**src/rtl/fir_root_pkg.sv**
```systemverilog
// Shared types and constants for the FIR+ROOT coefficient/stream controller.
package fir_root_pkg;

  localparam int NUM_TAPS = 7;
  localparam int COEF_W   = 8;
  localparam int DCNT_W   = 6;

  typedef enum logic [1:0] {
    ST_RUN   = 2'd0,
    ST_DRAIN = 2'd1,
    ST_SWAP  = 2'd2
  } state_e;

  // Saturating increment keeps the drain counter from wrapping in a long drain.
  function automatic logic [DCNT_W-1:0] sat_inc(input logic [DCNT_W-1:0] v);
    return (&v) ? v : v + 1'b1;
  endfunction

endpackage

```
**src/rtl/fir_root_vld_pipe.sv**
```systemverilog
// Valid delay line tracking accepted samples through the external datapath.
module fir_root_vld_pipe #(
  parameter int PIPE_LAT = 8
) (
  input  logic clk,
  input  logic rst_n,
  input  logic vld_in,
  output logic vld_out,
  output logic vld_any
);

  logic [PIPE_LAT-1:0] vld_q, vld_d;

  always_comb begin
    vld_d = {vld_q[PIPE_LAT-2:0], vld_in};
  end

  always_ff @(posedge clk or negedge rst_n) begin
    if (!rst_n) vld_q <= '0;
    else        vld_q <= vld_d;
  end

  assign vld_out = vld_q[PIPE_LAT-1];
  assign vld_any = |vld_q;

endmodule

```
**src/rtl/fir_root_ctrl.sv**
```systemverilog
// Stream gate plus shadow/active coefficient swap for a FIR+ROOT datapath;
// a commit blocks input, flushes the pipe with zeros, then swaps coefficients.
module fir_root_ctrl
  import fir_root_pkg::*;
#(
  parameter int PIPE_LAT = 8
) (
  input  logic        Clk,
  input  logic        Rst_n,
  input  logic        cfg_we,
  input  logic [2:0]  cfg_addr,
  input  logic [7:0]  cfg_wdata,
  input  logic        cfg_commit,
  output logic        cfg_busy,
  input  logic        in_valid,
  input  logic [7:0]  in_data,
  output logic        in_ready,
  output logic [7:0]  dp_data,
  output logic [7:0]  dp_b0,
  output logic [7:0]  dp_b1,
  output logic [7:0]  dp_b2,
  output logic [7:0]  dp_b3,
  output logic [7:0]  dp_b4,
  output logic [7:0]  dp_b5,
  output logic [7:0]  dp_b6,
  output logic        out_valid,
  output logic [15:0] out_cnt
);

  localparam logic [DCNT_W-1:0] LAT_CNT = DCNT_W'(PIPE_LAT);

  state_e                             state_q, state_d;
  logic                               pending_q, pending_d;
  logic [NUM_TAPS-1:0][COEF_W-1:0]    shadow_q, shadow_d;
  logic [NUM_TAPS-1:0][COEF_W-1:0]    active_q, active_d;
  logic [COEF_W-1:0]                  dp_data_q, dp_data_d;
  logic [DCNT_W-1:0]                  drain_cnt_q, drain_cnt_d;
  logic [15:0]                        out_cnt_q, out_cnt_d;
  logic                               accept;
  logic                               vld_out;
  logic                               vld_any;

  assign in_ready = (state_q == ST_RUN) && !pending_q;
  assign accept   = in_valid && in_ready;
  assign cfg_busy = pending_q || (state_q != ST_RUN);

  always_comb begin
    state_d     = state_q;
    pending_d   = pending_q;
    shadow_d    = shadow_q;
    active_d    = active_q;
    drain_cnt_d = drain_cnt_q;
    dp_data_d   = accept ? in_data : '0;
    out_cnt_d   = out_cnt_q + 16'(vld_out);

    for (int t = 0; t < NUM_TAPS; t++) begin
      if (cfg_we && (cfg_addr == 3'(t))) shadow_d[t] = cfg_wdata;
    end

    case (state_q)
      ST_RUN: begin
        if (pending_q) begin
          state_d     = ST_DRAIN;
          drain_cnt_d = '0;
        end
      end
      ST_DRAIN: begin
        // drain_cnt_d counts DRAIN cycles including this one
        drain_cnt_d = sat_inc(drain_cnt_q);
        if ((drain_cnt_d >= LAT_CNT) && !vld_any) state_d = ST_SWAP;
      end
      ST_SWAP: begin
        // registered shadow, so a same-cycle write is not swapped in
        active_d  = shadow_q;
        pending_d = 1'b0;
        state_d   = ST_RUN;
      end
      default: state_d = ST_RUN;
    endcase

    if (cfg_commit) pending_d = 1'b1;
  end

  always_ff @(posedge Clk or negedge Rst_n) begin
    if (!Rst_n) begin
      state_q     <= ST_RUN;
      pending_q   <= 1'b0;
      shadow_q    <= '0;
      active_q    <= '0;
      dp_data_q   <= '0;
      drain_cnt_q <= '0;
      out_cnt_q   <= '0;
    end else begin
      state_q     <= state_d;
      pending_q   <= pending_d;
      shadow_q    <= shadow_d;
      active_q    <= active_d;
      dp_data_q   <= dp_data_d;
      drain_cnt_q <= drain_cnt_d;
      out_cnt_q   <= out_cnt_d;
    end
  end

  fir_root_vld_pipe #(.PIPE_LAT(PIPE_LAT)) u_vld_pipe (
    .clk     (Clk),
    .rst_n   (Rst_n),
    .vld_in  (accept),
    .vld_out (vld_out),
    .vld_any (vld_any)
  );

  assign out_valid = vld_out;
  assign out_cnt   = out_cnt_q;
  assign dp_data   = dp_data_q;
  assign dp_b0     = active_q[0];
  assign dp_b1     = active_q[1];
  assign dp_b2     = active_q[2];
  assign dp_b3     = active_q[3];
  assign dp_b4     = active_q[4];
  assign dp_b5     = active_q[5];
  assign dp_b6     = active_q[6];

endmodule

```
**config.mk**
```make
export PLATFORM = sky130hd
export DESIGN_NAME = fir_root_ctrl
export DESIGN_NICKNAME = d
export VERILOG_FILES = /design/src/rtl/fir_root_pkg.sv /design/src/rtl/fir_root_vld_pipe.sv /design/src/rtl/fir_root_ctrl.sv
export SDC_FILE = /design/constraint.sdc
export NUM_CORES = 1
export LEC_CHECK = 0
export CORE_UTILIZATION = 35
export DETAILED_ROUTE_END_ITERATION = 6
export DONT_BUFFER_PORTS = 1
export HOLD_SLACK_MARGIN = 0.03
export REMOVE_ABC_BUFFERS = 1
export SLEW_MARGIN = 20
export SYNTH_ARGS = -nofsm -noshare
export SYNTH_HDL_FRONTEND = slang
export SYNTH_HIERARCHICAL = 1
export SYNTH_SLANG_ARGS = --single-unit
```
**constraint.sdc**
```tcl
create_clock -name Clk -period 1.55 [get_ports Clk]
set_input_delay 0 -clock Clk [delete_from_list [all_inputs] [get_ports Clk]]
set_output_delay 0 -clock Clk [all_outputs]
set_load 0.1 [all_outputs]
```
# --- Word level (Yosys, flattened, before mapping) ---
# Index checks and enable logic that the tools add are counted.
classes:
  n_addsub: 2
  order_cmp: 1
  eq_ne: 10
  n_mux: 9
  reduce_logical: 22
op_table:
  columns: ["operator", "count"]
  rows:
  - ["adder 16 x 1 -> 16 bit", 1]
  - ["2-to-1 mux 6 bit", 2]
  - ["case mux 6 bit (2 select lines)", 1]
  - ["logical AND 1 bit", 10]
  - ["equality test 3 bit, second input constant", 3]
  - ["2-to-1 mux 8 bit", 1]
  - ["OR reduction 8 bit", 1]
  - ["adder 6 x 1 -> 6 bit, second input constant", 1]
  - ["equality test 3 x 2 -> 1 bit, second input constant", 2]
  - ["greater-or-equal comparator 6 x 4 -> 1 bit, second input constant", 1]
  - ["AND reduction 6 bit", 1]
  - ["nonzero test 2 bit", 3]
  - ["2-to-1 mux 2 bit", 2]
  - ["!= test 2 bit, second input constant", 2]
  - ["case mux 2 bit (2 select lines)", 1]
  - ["AND reduction 2 bit", 2]
  - ["equality test 3 x 1 -> 1 bit, second input constant", 1]
  - ["zero test 3 bit", 1]
  - ["equality test 2 x 1 -> 1 bit, second input constant", 1]
  - ["equality test 2 bit, second input constant", 1]
  - ["zero test 1 bit", 2]
  - ["zero test 2 bit", 1]
  - ["2-to-1 mux 1 bit", 2]
  - ["logical OR 1 bit", 1]
word_totals:
  regBits: 153
  in_bits: 24
  output_inout_bits: 83

# --- Depth between registers and ports, before layout ---
# Gate-level depths: netlist (run 1).
logic_depth:
  depth_word: 6
  mapped_depth: 5

# --- By module ---
# Netlist (run 1), hierarchy kept.
by_module_without_submodules:
  columns: ["mod", "instances", "cells_each", "area_each_um2", "seq_area_each_um2"]
  rows:
  - ["fir_root_ctrl", 1, 372, 5675.4, 3628.5]
  - ["fir_root_vld_pipe", 1, 11, 216.5, 200.2]

# --- Worst setup path before layout (run 1) ---
# OpenSTA, ideal clock, no wires.
synth_path:
  path_kind: "flip-flop to flip-flop"
  from: "register state_q[0]"
  to: "register dp_data_q[0] (netlist: dp_data[0])"
  setup_time_ns: 0.123
  arrival_time_ns: 2.459
  path_slack_ns: -1.032
  stages_incl_launch_ff: 5
  path_buffers: 1
  period_less_slack_ns: 2.582
  cell_sequence: "dfrtp_1 > clkbuf_1 > or3_1 > inv_1 > and3_1"
synth_between:
  elab_chain_len: 4
synth_rtl:
  columns: ["item", "line", "text"]
  rows:
  - ["from (decl)", "fir_root_ctrl.sv:32", "state_e state_q, state_d;"]
  - ["from (signal assigned)", "fir_root_ctrl.sv:94", "state_q <= state_d;"]
  - ["zero test 2 bit", "fir_root_ctrl.sv:43", "assign in_ready = (state_q == ST_RUN) && !pending_q;"]
  - ["logical AND 1 bit", "fir_root_ctrl.sv:43", null]
  - ["net in_ready", "fir_root_ctrl.sv:17", "output logic in_ready,"]
  - ["logical AND 1 bit", "fir_root_ctrl.sv:44", "assign accept = in_valid && in_ready;"]
  - ["2-to-1 mux 8 bit", "fir_root_ctrl.sv:53", "dp_data_d = accept ? in_data : '0;"]
  - ["net dp_data_d[0]", "fir_root_ctrl.sv:36", "logic [COEF_W-1:0] dp_data_q, dp_data_d;"]
  - ["to (signal assigned)", "fir_root_ctrl.sv:98", "dp_data_q <= dp_data_d;"]
  - ["to (decl)", "fir_root_ctrl.sv:36", null]
# The timed path passes the listed nets, and every way through them passes these cells.
# A chain may end at the register's enable or synchronous reset.

# --- Worst setup path in the final report (run 1) ---
layout_path:
  from: "register state_q[1]"
  to: "output in_ready"
layout_between:
  elab_chain_len: 2
layout_rtl:
  columns: ["item", "line"]
  rows:
  - ["zero test 2 bit", "fir_root_ctrl.sv:43"]
  - ["logical AND 1 bit", "fir_root_ctrl.sv:43"]
  - ["to (decl)", "fir_root_ctrl.sv:17"]
# Every way passes these cells.

==> flow_metrics.py, run 1 <==
metrics = {
    "outcome": {
        "outcome": "finished with violations",
        "violations": "negative hold slack",
    },
    "sta": {
        "totalNegativeSetupSlack_ns": 0,
        "tightestPinTransition_ns": 0.6729,
        "finalClockSkew_ns": 0.005516,
        "final.period_utilization_pct": 95.46,
        "final.min_clock_period_ns": 1.480,
        "timing.final.setup_violations": 0,
        "finalMaxSlewViolations": 0,
        "worst_slew_margin_rel_pct": 54.90,
        "timing.hold.ws_ns": -0.7210,
        "report.final.hold_viol_count": 153,
        "clock.fmax_mhz": 675.8,
    },
    "critical_path": {
        "cell_by_cell_trace_of_the_critical_path": "or3_4 -> inv_2 -> buf_12",
        "cp.arrival_ns": 1.48,
        "start_kind": "register",
        "wp_data_required_ns": 1.55,
        "class_of_the_most_critical_setup_path": "register to primary output",
        "worst_setup_path_endpoint": "in_ready",
        "count_of_cells_along_the_worst_register_to_register_path": 5,
        "critical_path.max_stage_delay_ns": 0.40,
        "cp_max_fo": 2,
        "startpoint": "state_q[1]",
        "regToRegEndpoint": "out_cnt[11]",
        "critPathCaptureType": "primary output",
        "worst_case_register_to_register_setup_slack_ns": 0.08,
        "r2r-start": "u_vld_pipe/vld_q[7]",
        "critical_path.slowest_cell": "sky130_fd_sc_hd__dfrtp_2",
    },
    "global_route": {
        "overflow": 0,
        "antenna_found_initial": 0,
        "grt_first_pass_wirelength_mm": 20.07,
        "grt_max_degree": 154,
        "via_count_of_the_first_global_routing_pass": 3903,
        "gr-usage-all-layers_pct": 15.07,
    },
    "die": {
        "io_pins": 107,
        "initial_core_util_pct": 35.66,
        "fp.coreArea_um2": 16520,
        "floorplan.rows": 47,
        "die-area_um2": 17360,
        "die_width_um": 131.7,
        "die_h_um": 131.7,
    },
    "logic_synthesis": {
        "fraction_of_synthesized_cell_area_in_xor_and_xnor_cells_pct": 2.081,
        "synthesis.area_um2": 5892,
        "synth_top_area_share_pct": 64.98,
        "synth_compound_gate_area_share_pct": 1.571,
        "yosys.area_share.simple_pct": 7.772,
        "postSynthAreaPerCell_um2": 15.38,
        "synth_top_family_by_area": "multiplexers",
        "synth.area.top_cells": "sky130_fd_sc_hd__dfrtp_1, sky130_fd_sc_hd__mux2_2, sky130_fd_sc_hd__xor2_1, sky130_fd_sc_hd__and3_1, sky130_fd_sc_hd__nand4_1",
        "yosys_register_bits": 153,
        "synth_adder_area_share_pct": 0.6371,
        "synth.lib_cells_used.distinct": 39,
        "yosys_warnings": 6,
        "synth.mux.area_fraction_pct": 21.58,
        "seq_area_frac_synth_pct": 64.98,
        "synth_cells": 383,
        "synth_top_area_cell": "sky130_fd_sc_hd__dfrtp_1",
    },
    "clock_network": {
        "cts_tree": "yes",
        "worst_setup_hold_path_clk_slew_ns": 0.06,
        "clock_tree.root_cell": "sky130_fd_sc_hd__clkbuf_16",
        "cts.htree.levels": 4,
        "clock_latency_ns": 0.42,
        "cts_made_buffers": 17,
        "cts-hold-fix-buffers": 26,
        "cts.sinks": 153,
        "clk_path_buf_depth": 2,
    },
    "layout": {
        "finish.utilization_pct": 47.47,
        "antennaDiodeCount": 0,
        "drive_gt1_share_pct": 49.44,
        "mostFrequentLayoutCell": "sky130_fd_sc_hd__dfrtp_1",
        "area.growth.synth_to_final_pct": 33.13,
        "final_nets": 548,
        "layout_common_cells": "sky130_fd_sc_hd__dfrtp_1, sky130_fd_sc_hd__mux2_2, sky130_fd_sc_hd__buf_4",
        "layoutNonFillerInstCount": 754,
    },
    "pwr": {
        "pwr_density_cell_nw_per_um2": 2170,
        "design_power_total_mw": 17.02,
        "ir_drop_uv": 1110,
        "p_leak_nw": 3.744,
    },
    "detailed_routing": {
        "viasPerCell": 4.853,
        "met3_wirelength_um": 541,
        "highest-signal-layer": "met4",
        "route.antenna.remaining_nets": 0,
        "totalWireLength_mm": 12.39,
        "met1_length_mm": 5.300,
        "dr.first_iter.drc_count": 144,
        "via_count": 3659,
        "route.detailed.drc": 0,
        "wl_met2_mm": 6.318,
        "routedWlPerCell_um": 16.43,
        "drt-pass1-iter-count": 4,
    },
    "min_path": {
        "hp_class": "primary input to async pin",
    },
    "flow_run": {
        "maxCapViolCount": 0,
    },
    "placement": {
        "post-place-cells": 691,
        "dpl.hpwl_mm": 7.893,
        "gp_congestion": 0.7398,
        "placement.io_buffers": 0,
    },
}
worst min-delay path by stage:
stage	from	end	slack, ns	cells past startpoint
finish	Rst_n	dp_b1[3]	-0.72	0
global route	Rst_n	dp_b4[3]	-0.74	0
CTS	Rst_n	dp_b1[3]	-0.75	0
detailed placement	Rst_n	dp_b1[3]	-0.29	0
global placement	Rst_n	dp_b1[3]	-0.29	0
floorplan	Rst_n	dp_b0[0]	-0.30	0
Yosys cell counts (all sizes together):
library cell,instances
a21o,1
a221oi,1
a31oi,3
and2,2
and3,8
and3b,1
and4,1
buf,8
clkbuf,1
dfrtp,153
ha,3
inv,8
mux2,112
mux2i,1
nand2,11
nand2b,3
nand3,6
nand4,7
nand4b,4
nor2,6
nor2b,1
nor3,6
nor3b,3
nor4,7
nor4b,1
o211a,1
o211ai,1
o21ai,3
o21bai,1
o311ai,2
or3,1
or3b,1
or4,1
xnor2,4
xor2,10
area by class of cell:
class	count	area [um2]
Fill cell	1463	8681
Sequential cell	153	3830
Multi-Input combinational cell	213	2071
Timing Repair Buffer	128	1051
Clock buffer	18	439.2
Tap cell	220	275.3
Clock inverter	14	147.6
Inverter	8	30.03
flip-flops by register name, summed over array words and instances, names as in the netlist:
signal,count
dp_b0,8
shadow_q,56
dp_data,8
dp_b3,8
out_cnt,16
drain_cnt_q,6
dp_b4,8
state_q,2
dp_b2,8
u_vld_pipe/vld_q,8
pending_q,1
dp_b5,8
dp_b1,8
dp_b6,8
per-stage QoR:
step	instance area, um2	setup slack, ns
floorplan	5841	-1.579
global placement	6864	0.1077
detailed placement	6864	0.02136
CTS	7745	0.001788
global route	7844	-0.01700
finish	7844	0.07034
metal layers:
layer  track usage (%)  vias up
li1                  -     1661
met1             18.09     1899
met2             25.04       79
met3             4.037       20
met4             7.494        0
met5                 0        -
kinds of logic after synthesis:
group	count (synthesis)
AO/OA/AOI/OAI	13
XOR/XNOR	14
adder cells (fa/ha/maj)	3
buffers and inverters	17
flip-flops	153
multiplexers	113
AND/OR/NAND/NOR	70
worst max-delay path, delay by kind of cell, from the launching register on:
family / cells / cell delay (ns)
buffers and inverters: 2 / 0.26
and+or+nand+nor: 1 / 0.40
DFF: 1 / 0.40
power breakdown:
part / internal, mW / switching, mW / leakage [nW]
registers: 5.03 / 0.582 / 1.95
logic: 1.82 / 5.54 / 1.51
clock network: 2.42 / 1.63 / 0.286
what timing repair did:
item / in CTS / in global routing
setup buffers: 2 / 3
endpoints found under the hold margin: 219 / 153
gates resized for setup: 6 / 12
pin swaps: 0 / 4
endpoints found under the setup margin: 2 / 5
(Power assumes the default switching activity.)
==> run 2, diff against run 1 <==
--- a/config.mk
+++ b/config.mk
@@ -13,5 +13,4 @@
 export SLEW_MARGIN = 20
 export SYNTH_ARGS = -nofsm -noshare
 export SYNTH_HDL_FRONTEND = slang
-export SYNTH_HIERARCHICAL = 1
 export SYNTH_SLANG_ARGS = --single-unit
==> flow_metrics.py, run 2 <==
metrics = {
    "layout": {
        "antennaDiodeCount": 0,
        "largest-register": "shadow_q",
        "layout_common_cells": "sky130_fd_sc_hd__dfrtp_1, sky130_fd_sc_hd__mux2_2, sky130_fd_sc_hd__buf_4",
        "post-route-cell-area_um2": 7844,
        "finish.utilization_pct": 47.30,
        "final_nets": 547,
        "drive_gt1_share_pct": 47.47,
        "mostFrequentLayoutCell": "sky130_fd_sc_hd__dfrtp_1",
        "area.growth.synth_to_final_pct": 31.90,
        "largest_register_ffs": 56,
    },
    "logic_synthesis": {
        "synth_cells": 389,
        "synth_top_area_cell": "sky130_fd_sc_hd__dfrtp_1",
        "seq_area_frac_synth_pct": 64.38,
        "synthesis.area_um2": 5947,
        "synth_edf_count": 0,
        "yosys_register_bits": 153,
        "yosys_warnings": 0,
        "synth.area.top_cells": "sky130_fd_sc_hd__dfrtp_1, sky130_fd_sc_hd__mux2_2, sky130_fd_sc_hd__xor2_1, sky130_fd_sc_hd__and3_1, sky130_fd_sc_hd__buf_2",
        "yosys_most_used_dff": "sky130_fd_sc_hd__dfrtp_1",
        "ys_async_sr_fraction_pct": 100.0,
        "post-synth-top-count-cell": "sky130_fd_sc_hd__dfrtp_1",
        "synth_commonest_cells": "sky130_fd_sc_hd__dfrtp_1, sky130_fd_sc_hd__mux2_2, sky130_fd_sc_hd__nand2_1, sky130_fd_sc_hd__and3_1, sky130_fd_sc_hd__xor2_1",
        "synth.lib_cells_used.distinct": 41,
        "postSynthAreaPerCell_um2": 15.29,
        "synth_top_area_share_pct": 64.38,
    },
    "die": {
        "floorplan.rows": 47,
        "die-area_um2": 17520,
        "fp.coreArea_um2": 16580,
        "io_pins": 107,
        "die_h_um": 132.4,
        "initial_core_util_pct": 35.86,
        "die_width_um": 132.4,
    },
    "detailed_routing": {
        "via_count": 3660,
        "routedWlPerCell_um": 16.32,
        "totalWireLength_mm": 12.29,
        "drt-pass1-iter-count": 4,
        "viasPerCell": 4.861,
        "route.detailed.drc": 0,
        "route.antenna.remaining_nets": 0,
        "dr.first_iter.drc_count": 178,
    },
    "placement": {
        "gp_congestion": 0.7192,
        "dpl_cell_area_um2": 6898,
        "dpl.hpwl_mm": 7.865,
        "placement.io_buffers": 0,
    },
    "sta": {
        "finalMaxSlewViolations": 0,
        "final.period_utilization_pct": 97.32,
        "tightestPinTransition_ns": 0.6171,
        "totalNegativeSetupSlack_ns": 0,
        "rsz0062_at_grt": "true",
        "timing.final.setup_violations": 0,
        "worst_slew_margin_rel_pct": 58.64,
        "clock.fmax_mhz": 662.9,
        "report.final.hold_viol_count": 153,
        "timing.hold.ws_ns": -0.7325,
        "finalClockSkew_ns": 0.008831,
        "final.min_clock_period_ns": 1.508,
    },
    "global_route": {
        "antenna_found_initial": 0,
        "grt_max_degree": 154,
        "grt_first_pass_wirelength_mm": 20.54,
        "overflow": 0,
        "via_count_of_the_first_global_routing_pass": 3763,
        "gr-usage-all-layers_pct": 15.31,
    },
    "clock_network": {
        "cts_tree": "yes",
        "cts-hold-fix-buffers": 27,
        "cts.htree.levels": 4,
        "clock_latency_ns": 0.42,
        "worst_setup_hold_path_clk_slew_ns": 0.07,
        "cts_made_buffers": 17,
        "clock_tree.root_cell": "sky130_fd_sc_hd__clkbuf_16",
        "clk_path_buf_depth": 2,
        "cts.sinks": 153,
    },
    "critical_path": {
        "delay_heaviest_family_cp": "simple AND/OR/NAND/NOR gates",
        "class_of_the_most_critical_setup_path": "register to primary output",
        "critical_path.max_stage_delay_ns": 0.43,
        "critical_path.slowest_cell": "sky130_fd_sc_hd__or3_4",
        "cell_by_cell_trace_of_the_critical_path": "or3_4 -> inv_4 -> buf_12",
        "start_kind": "register",
        "cp.arrival_ns": 1.51,
        "cp_max_fo": 4,
        "critPathCaptureType": "primary output",
        "cp.buffers_inverters": 2,
        "wp_data_required_ns": 1.55,
    },
    "outcome": {
        "violations": "negative hold slack",
        "outcome": "finished with violations",
    },
    "min_path": {
        "hp_class": "primary input to async pin",
    },
    "flow_run": {
        "maxCapViolCount": 0,
    },
}
==> run 2: path summary, 6_finish.rpt <==
kind                                          start                   to  slack [ns]  cells after the start
worst min-delay path                          Rst_n         shadow_q[11]       -0.73                      0
worst min register to register  u_vld_pipe.vld_q[0]  u_vld_pipe.vld_q[1]        0.38                      0
worst max-delay path                     state_q[1]             in_ready        0.04                      3
worst max register to register  u_vld_pipe.vld_q[7]          out_cnt[14]        0.13                      5
max in group asynchronous                     Rst_n  u_vld_pipe.vld_q[5]        2.10                      0
min in group Clk                        cfg_addr[1]         shadow_q[20]        0.15                      3
==> run 2: metrics by stage <==
stage	hold WS [ns]	std cells	setup slack (ns)
4_1_cts	-0.7531	752	0.001353
6_report	-0.7325	753	0.04152
3_5_place_dp	-0.2927	692	0.07382
5_1_grt	-0.7605	753	-0.01475
2_1_floorplan	-0.2956	377	-0.6039
3_3_place_gp	-0.2925	692	0.1255
==> run 2: what timing repair did <==
action,4_1_cts,5_1_grt
setup buffers,1,1
setup endpoints to repair,2,5
hold endpoints to repair,219,153
pin swaps,0,1
resized for setup,4,7
==> run 2: cell type report <==
| type | count | area (um2) |
|---|---|---|
| fill | 1484 | 8740 |
| sequential | 153 | 3829 |
| multi-input combinational | 220 | 2074 |
| timing repair buffer | 124 | 1036 |
| clock buffer | 19 | 452.9 |
| tap | 220 | 275.3 |
| clock inverter | 13 | 158.9 |
| inverter | 4 | 17.52 |
==> run 2: cells by family (layout without fill, tap and decap cells) <==
kind of cell,Yosys count,count (layout),share of synthesized area [%]
compound gates,12,12,1.515
flops,153,153,64.38
xor+xnor,14,14,2.062
fa+ha+maj,3,3,0.6312
buf+inv,16,160,1.325
mux,113,113,21.38
simple gates,78,78,8.711
==> run 2: per-layer routing <==
layer	vias up	global-route usage (%)	part of all wire (%)
met3	15	4.383	4.7
met5	-	0	0
li1	1681	-	-
met2	91	23.89	49
met4	0	5.875	1.4
met1	1873	20.19	45
Power of run 2 is left out: the tool's default activity adds up to more than one toggle a clock period on the data nets, which glitch-free logic cannot reach.
